## src/rtl/call_stack_pkg.sv

```systemverilog
// Shared types for the call/return stack controller: FSM states and the reserved frame index.
package call_stack_pkg;

  typedef enum logic [2:0] {
    S_IDLE,
    S_PUSH,
    S_POP_SETUP,
    S_POP,
    S_DONE
  } state_t;

  localparam int unsigned RSVD_FRAME = 0;

endpackage

```

## src/rtl/call_stack_pc_mem.sv

```systemverilog
// Return-PC storage: DEPTH entries indexed 1..DEPTH, synchronous write and synchronous read.
module call_stack_pc_mem
  import call_stack_pkg::*;
#(
  parameter int unsigned PC_WIDTH = 5,
  parameter int unsigned DEPTH    = 16
) (
  input  logic                clk,
  input  logic                i_we,
  input  logic [PC_WIDTH-1:0] i_waddr,
  input  logic [PC_WIDTH-1:0] i_wdata,
  input  logic                i_re,
  input  logic [PC_WIDTH-1:0] i_raddr,
  output logic [PC_WIDTH-1:0] o_rdata
);

  logic [PC_WIDTH-1:0] r_mem [1:DEPTH];

  always_ff @(posedge clk) begin
    if (i_we && (i_waddr != PC_WIDTH'(RSVD_FRAME))) r_mem[i_waddr] <= i_wdata;
    if (i_re) o_rdata <= r_mem[i_raddr];
  end

endmodule

```

## src/rtl/call_stack_ctrl.sv

```systemverilog
// CALL/RET sequencer: drives register-file stack strobes/pointer and keeps the return-PC stack.
module call_stack_ctrl
  import call_stack_pkg::*;
#(
  parameter int unsigned PC_WIDTH = 5,
  parameter int unsigned DEPTH    = 16
) (
  input  logic                         clk,
  input  logic                         rst_n,
  input  logic                         call_req,
  input  logic [PC_WIDTH-1:0]          call_ret_pc,
  input  logic                         ret_req,
  input  logic                         clr_err,
  output logic                         rf_stack_push,
  output logic                         rf_stack_pop,
  output logic [PC_WIDTH-1:0]          rf_stack_pointer,
  output logic                         call_done,
  output logic                         ret_done,
  output logic [PC_WIDTH-1:0]          ret_pc,
  output logic                         busy,
  output logic                         overflow,
  output logic                         underflow,
  output logic [$clog2(DEPTH+1)-1:0]   depth
);

  localparam int unsigned DW = $clog2(DEPTH + 1);

  state_t              r_state;
  logic [DW-1:0]       r_depth;
  logic [PC_WIDTH-1:0] r_ptr;
  logic [PC_WIDTH-1:0] r_pc_lat;
  logic [PC_WIDTH-1:0] r_ret_pc;
  logic                r_push;
  logic                r_pop;
  logic                r_call_done;
  logic                r_ret_done;
  logic                r_ovf;
  logic                r_unf;

  logic [PC_WIDTH-1:0] w_depth_pc;
  logic [PC_WIDTH-1:0] w_depth_up;
  logic [PC_WIDTH-1:0] w_rd_data;
  logic                w_full;
  logic                w_empty;

  assign w_depth_pc = PC_WIDTH'(r_depth);
  assign w_depth_up = w_depth_pc + PC_WIDTH'(1);
  assign w_full     = (r_depth == DW'(DEPTH));
  assign w_empty    = (r_depth == '0);

  call_stack_pc_mem #(
    .PC_WIDTH (PC_WIDTH),
    .DEPTH    (DEPTH)
  ) u_pc_mem (
    .clk     (clk),
    .i_we    (r_state == S_PUSH),
    .i_waddr (w_depth_up),
    .i_wdata (r_pc_lat),
    .i_re    (r_state == S_POP_SETUP),
    .i_raddr (w_depth_pc),
    .o_rdata (w_rd_data)
  );

  // Pointer is registered, so each branch loads the value for the state being entered.
  always_ff @(posedge clk or negedge rst_n) begin
    if (!rst_n) begin
      r_state     <= S_IDLE;
      r_depth     <= '0;
      r_ptr       <= PC_WIDTH'(RSVD_FRAME);
      r_pc_lat    <= '0;
      r_ret_pc    <= '0;
      r_push      <= 1'b0;
      r_pop       <= 1'b0;
      r_call_done <= 1'b0;
      r_ret_done  <= 1'b0;
      r_ovf       <= 1'b0;
      r_unf       <= 1'b0;
    end else begin
      // Clear first so a fault raised in the same cycle takes precedence.
      if (clr_err) begin
        r_ovf <= 1'b0;
        r_unf <= 1'b0;
      end
      case (r_state)
        S_IDLE: begin
          r_ptr <= w_depth_up;
          if (call_req) begin
            if (!w_full) begin
              r_pc_lat <= call_ret_pc;
              r_push   <= 1'b1;
              r_state  <= S_PUSH;
            end else begin
              r_ovf       <= 1'b1;
              r_call_done <= 1'b1;
              r_state     <= S_DONE;
            end
          end else if (ret_req) begin
            if (!w_empty) begin
              r_ptr   <= w_depth_pc;
              r_state <= S_POP_SETUP;
            end else begin
              r_unf      <= 1'b1;
              r_ret_done <= 1'b1;
              r_state    <= S_DONE;
            end
          end
        end
        S_PUSH: begin
          r_push      <= 1'b0;
          r_depth     <= r_depth + DW'(1);
          r_ptr       <= w_depth_up + PC_WIDTH'(1);
          r_call_done <= 1'b1;
          r_state     <= S_DONE;
        end
        S_POP_SETUP: begin
          r_pop   <= 1'b1;
          r_ptr   <= w_depth_pc;
          r_state <= S_POP;
        end
        S_POP: begin
          r_pop      <= 1'b0;
          r_depth    <= r_depth - DW'(1);
          r_ptr      <= w_depth_pc;
          r_ret_pc   <= w_rd_data;
          r_ret_done <= 1'b1;
          r_state    <= S_DONE;
        end
        S_DONE: begin
          r_call_done <= 1'b0;
          r_ret_done  <= 1'b0;
          r_ptr       <= w_depth_up;
          r_state     <= S_IDLE;
        end
        default: r_state <= S_IDLE;
      endcase
    end
  end

  assign rf_stack_push    = r_push;
  assign rf_stack_pop     = r_pop;
  assign rf_stack_pointer = r_ptr;
  assign call_done        = r_call_done;
  assign ret_done         = r_ret_done;
  assign ret_pc           = r_ret_pc;
  assign busy             = (r_state != S_IDLE);
  assign overflow         = r_ovf;
  assign underflow        = r_unf;
  assign depth            = r_depth;

endmodule

```

## config.mk

```make
export PLATFORM = sky130hd
export DESIGN_NAME = call_stack_ctrl
export DESIGN_NICKNAME = d
export VERILOG_FILES = /design/src/rtl/call_stack_pkg.sv /design/src/rtl/call_stack_pc_mem.sv /design/src/rtl/call_stack_ctrl.sv
export SDC_FILE = /design/constraint.sdc
export NUM_CORES = 1
export LEC_CHECK = 0
export ABC_AREA = 1
export CAP_MARGIN = 5
export CORE_ASPECT_RATIO = 0.8
export CORE_MARGIN = 4
export CORE_UTILIZATION = 50
export CTS_BUF_LIST = sky130_fd_sc_hd__clkbuf_4 sky130_fd_sc_hd__clkbuf_8 sky130_fd_sc_hd__clkbuf_16
export CTS_CLUSTER_DIAMETER = 80
export DETAILED_ROUTE_END_ITERATION = 6
export PLACE_DENSITY = 0.69
export SLEW_MARGIN = 5
export SYNTH_ARGS = -nofsm -noshare
export SYNTH_HDL_FRONTEND = slang
export SYNTH_SLANG_ARGS = --single-unit
```

## constraint.sdc

```tcl
create_clock -name clk -period 2.4 [get_ports clk]
set_input_delay 0.6 -clock clk [delete_from_list [all_inputs] [get_ports clk]]
set_output_delay 0.6 -clock clk [all_outputs]
set_load 0.05 [all_outputs]
```

==> results.py <==
metrics = {
    "worst_setup_path": {
        "max_stage_delay_ns": 0.84,
        "cp_cell_sequence": "clkdlybuf4s50_1",
        "path_max_fanout": 6,
        "critPathBufInv": 1,
        "start_kind": "flip-flop",
        "timing.rr.end": "u_pc_mem.r_mem[7][1]",
        "r2r.worst_path.cells": 9,
        "cp.depth": 1,
        "cp.required_ns": 1.80,
        "cp_top_family": "buffers and inverters",
        "criticalPathCategory": "flip-flop to output port",
        "crit_slowest_cell": "clkdlybuf4s50_1",
        "end_kind": "output port",
        "critical_path_arrival_ns": 1.70,
        "r2r_slack_ns": 0.19,
        "r2r-start": "depth[1]",
    },
    "placement": {
        "detailed_place_hpwl_um": 8295,
        "gp_congestion": 0.9602,
        "io_buffers": 31,
        "placed_cells": 647,
    },
    "synth": {
        "synthTopCellsByCount": "85 x edfxtp_1, 80 x nor2_1, 75 x nand2_1, 52 x o21ai_0",
        "ys.flop_type": "edfxtp_1",
        "synthDistinctLibCells": 35,
        "synth_top_area_share_pct": 49.25,
        "syn_avg_cell_area_um2": 10.66,
        "netlist_instances": 486,
        "ys_warn_count": 0,
        "netlist_area_um2": 5182,
        "synth_area_leader_cell": "edfxtp_1",
        "ys_ff_latch": 114,
        "yosysSeqAreaShare_pct": 63.25,
        "syn-num-nets": 501,
        "yosysMostFrequentCell": "edfxtp_1",
        "async_reset_ff_share_pct": 25.44,
        "synth.area.top_cells": "edfxtp_1 49%, dfrtp_1 14%, nor2_1 5.8%",
        "synth_edf_count": 85,
    },
    "power": {
        "power_uw": 9212,
        "switching_share_pct": 42.11,
        "seq_power_share_pct": 34.3,
        "peakVddDrop_mv": 1.069,
        "power.switching_uw": 3880,
        "combinationalPowerShare_pct": 40.8,
        "leakage_uw": 0.002440,
        "internal_power_uw": 5333,
        "power_frac_clock_pct": 24.9,
        "power_density_nw_per_um2": 1481,
    },
    "timing": {
        "maxSlewViolCount": 0,
        "fmax_mhz": 434.6,
        "hold_violations": 0,
        "timing.final.crit_share_pct": 95.88,
        "clock_skew_ns": 0.009208,
        "period_minus_slack_ns": 2.301,
        "setup_violations": 0,
        "setup_tns_ns": 0,
        "hold_slack_ns": 0.4483,
        "relSlewSlack_pct": 50.13,
        "tightest_slew_ns": 0.7480,
    },
    "global_route": {
        "grt_max_degree": 33,
        "overflow": 0,
        "antenna_found_initial": 0,
        "grt_pass1_wl_um": 19530,
        "track_usage_pct": 21.71,
        "grt_pass1_vias": 3606,
    },
    "clock_tree": {
        "postCtsSetupRepairBufs": 0,
        "cts_max_level": 4,
        "clockBufferDepth": 2,
        "cts_tree": "done",
        "numCtsBuffers": 17,
        "clock-sinks": 114,
        "ctsHoldBuffers": 0,
        "clk-insertion-delay-late_ns": 0.41,
        "clockRootBuffer": "clkbuf_16",
        "clk_pin_slew_ns": 0.05,
    },
    "route": {
        "drt_iter0_markers": 371,
        "drc": 0,
        "vias_per_cell": 5.554,
        "detail-route-antenna-nets": 0,
        "vias": 3771,
        "drt-pass1-iter-count": 7,
        "wl_um": 12220,
        "wl_per_cell_um": 17.99,
    },
    "final_layout": {
        "nFillCells": 772,
        "n_antenna_cell": 0,
        "final_cells": 679,
        "fin_util_pct": 62.90,
        "drive_gt1_share_pct": 15.47,
        "area_growth_pct": 20.04,
        "fin_nets": 545,
    },
    "floorplan": {
        "die_y_um": 99.06,
        "io_pins": 32,
        "start_util_pct": 52.40,
        "die_area_um2": 12070,
        "die_x_um": 121.8,
        "row_count": 32,
        "core_area_um2": 9889,
    },
    "hold_path": {
        "hp-start": "u_pc_mem.o_rdata[2]",
        "min_path_type": "flip-flop to flip-flop",
        "hold_path_end": "ret_pc[2]",
        "holdPathStages": 2,
    },
    "job": {
        "cap_viol_max_count": 0,
    },
    "run_status": {
        "status": "complete, no violations",
    },
}
worst min-delay path, delay by kind of cell, from the launching register on:
kind,cells,cell delay [ns]
DFF,1,0.31
and+or+nand+nor,2,0.10
metrics by stage:
stage | setup slack (ns) | cell area, µm²
5_1_grt | -0.001880 | 6221
3_5_place_dp | 0.2012 | 5660
4_1_cts | 0.08030 | 6211
6_report | 0.09896 | 6221
3_3_place_gp | 0.2932 | 5660
2_1_floorplan | 0.02132 | 5182
metal layers:
| metal | track usage, % | up-vias | share of wire, % |
|---|---|---|---|
| met5 | 0 | - | 0 |
| li1 | - | 1782 | - |
| met2 | 31.11 | 159 | 45 |
| met4 | 6.977 | 0 | 1.2 |
| met1 | 31.56 | 1815 | 46 |
| met3 | 6.827 | 15 | 7.7 |
layout make-up:
cell class              instances  area, µm²  share of cell area, %
repair buffers                 44      420.4                  6.758
clock inverters                14      117.6                  1.891
flip-flops and latches        114       3278                  52.69
well taps                     136      170.2                  2.735
inverters                      33      128.9                  2.072
multi-input cells             320       1673                  26.89
clock buffers                  18      432.9                  6.959
cell usage in the layout (no fill, tap or decap), drive strengths merged:
| cell | instances |
|---|---|
| a21o | 1 |
| a21oi | 12 |
| a22o | 1 |
| a31oi | 1 |
| buf | 18 |
| bufinv | 1 |
| clkbuf | 18 |
| clkdlybuf4s50 | 26 |
| clkinv | 7 |
| clkinvlp | 5 |
| dfrtp | 29 |
| edfxtp | 85 |
| ha | 5 |
| inv | 34 |
| mux2 | 5 |
| nand2 | 87 |
| nand3 | 30 |
| nand3b | 1 |
| nand4 | 7 |
| nor2 | 87 |
| nor3 | 5 |
| o211ai | 11 |
| o21ai | 52 |
| o22ai | 11 |
| o2bb2ai | 1 |
| or2 | 1 |
| xnor2 | 1 |
| xor2 | 1 |
registers in the layout, summed over array words and instances (netlist names), 3 cells and up:
register	flops
u_pc_mem.r_mem	80
depth	5
r_pc_lat	5
ret_pc	5
rf_stack_pointer	5
u_pc_mem.o_rdata	5
r_state	3
timing repair:
| item | CTS | global route |
|---|---|---|
| resized for setup | 0 | 4 |
| hold endpoints to repair | 0 | 0 |
| setup endpoints to repair | 0 | 9 |
how the worst max path moves through the flow:
| stage | from | end | slack [ns] |
|---|---|---|---|
| floorplan | depth[0] | r_pc_lat[0] | 0.02 |
| global placement | depth[1] | u_pc_mem.r_mem[10][0] | 0.29 |
| detailed placement | depth[2] | u_pc_mem.r_mem[9][4] | 0.20 |
| CTS | depth[4] | depth[4] | 0.08 |
| global route | depth[1] | u_pc_mem.r_mem[7][4] | -0.002 |
| finish | depth[4] | depth[4] | 0.1 |
cells by family after synthesis:
| group | share of synthesized area [%] |
|---|---|
| simple gates | 19.39 |
| flops | 63.25 |
| compound gates | 9.706 |
| buf+inv | 4.659 |
| mux | 1.449 |
| fa+ha+maj | 1.207 |
| xor+xnor | 0.3381 |
power by group through the flow:
stage	Sequential, µW	Clock [µW]	Combinational [µW]
after floorplan	3490	0	2180
after global placement	3200	0	3680
after detailed placement	3210	0	3710
after CTS	3170	2330	3740
after global routing	3230	2430	4080
final	3160	2300	3760
(Power assumes the default switching activity.)
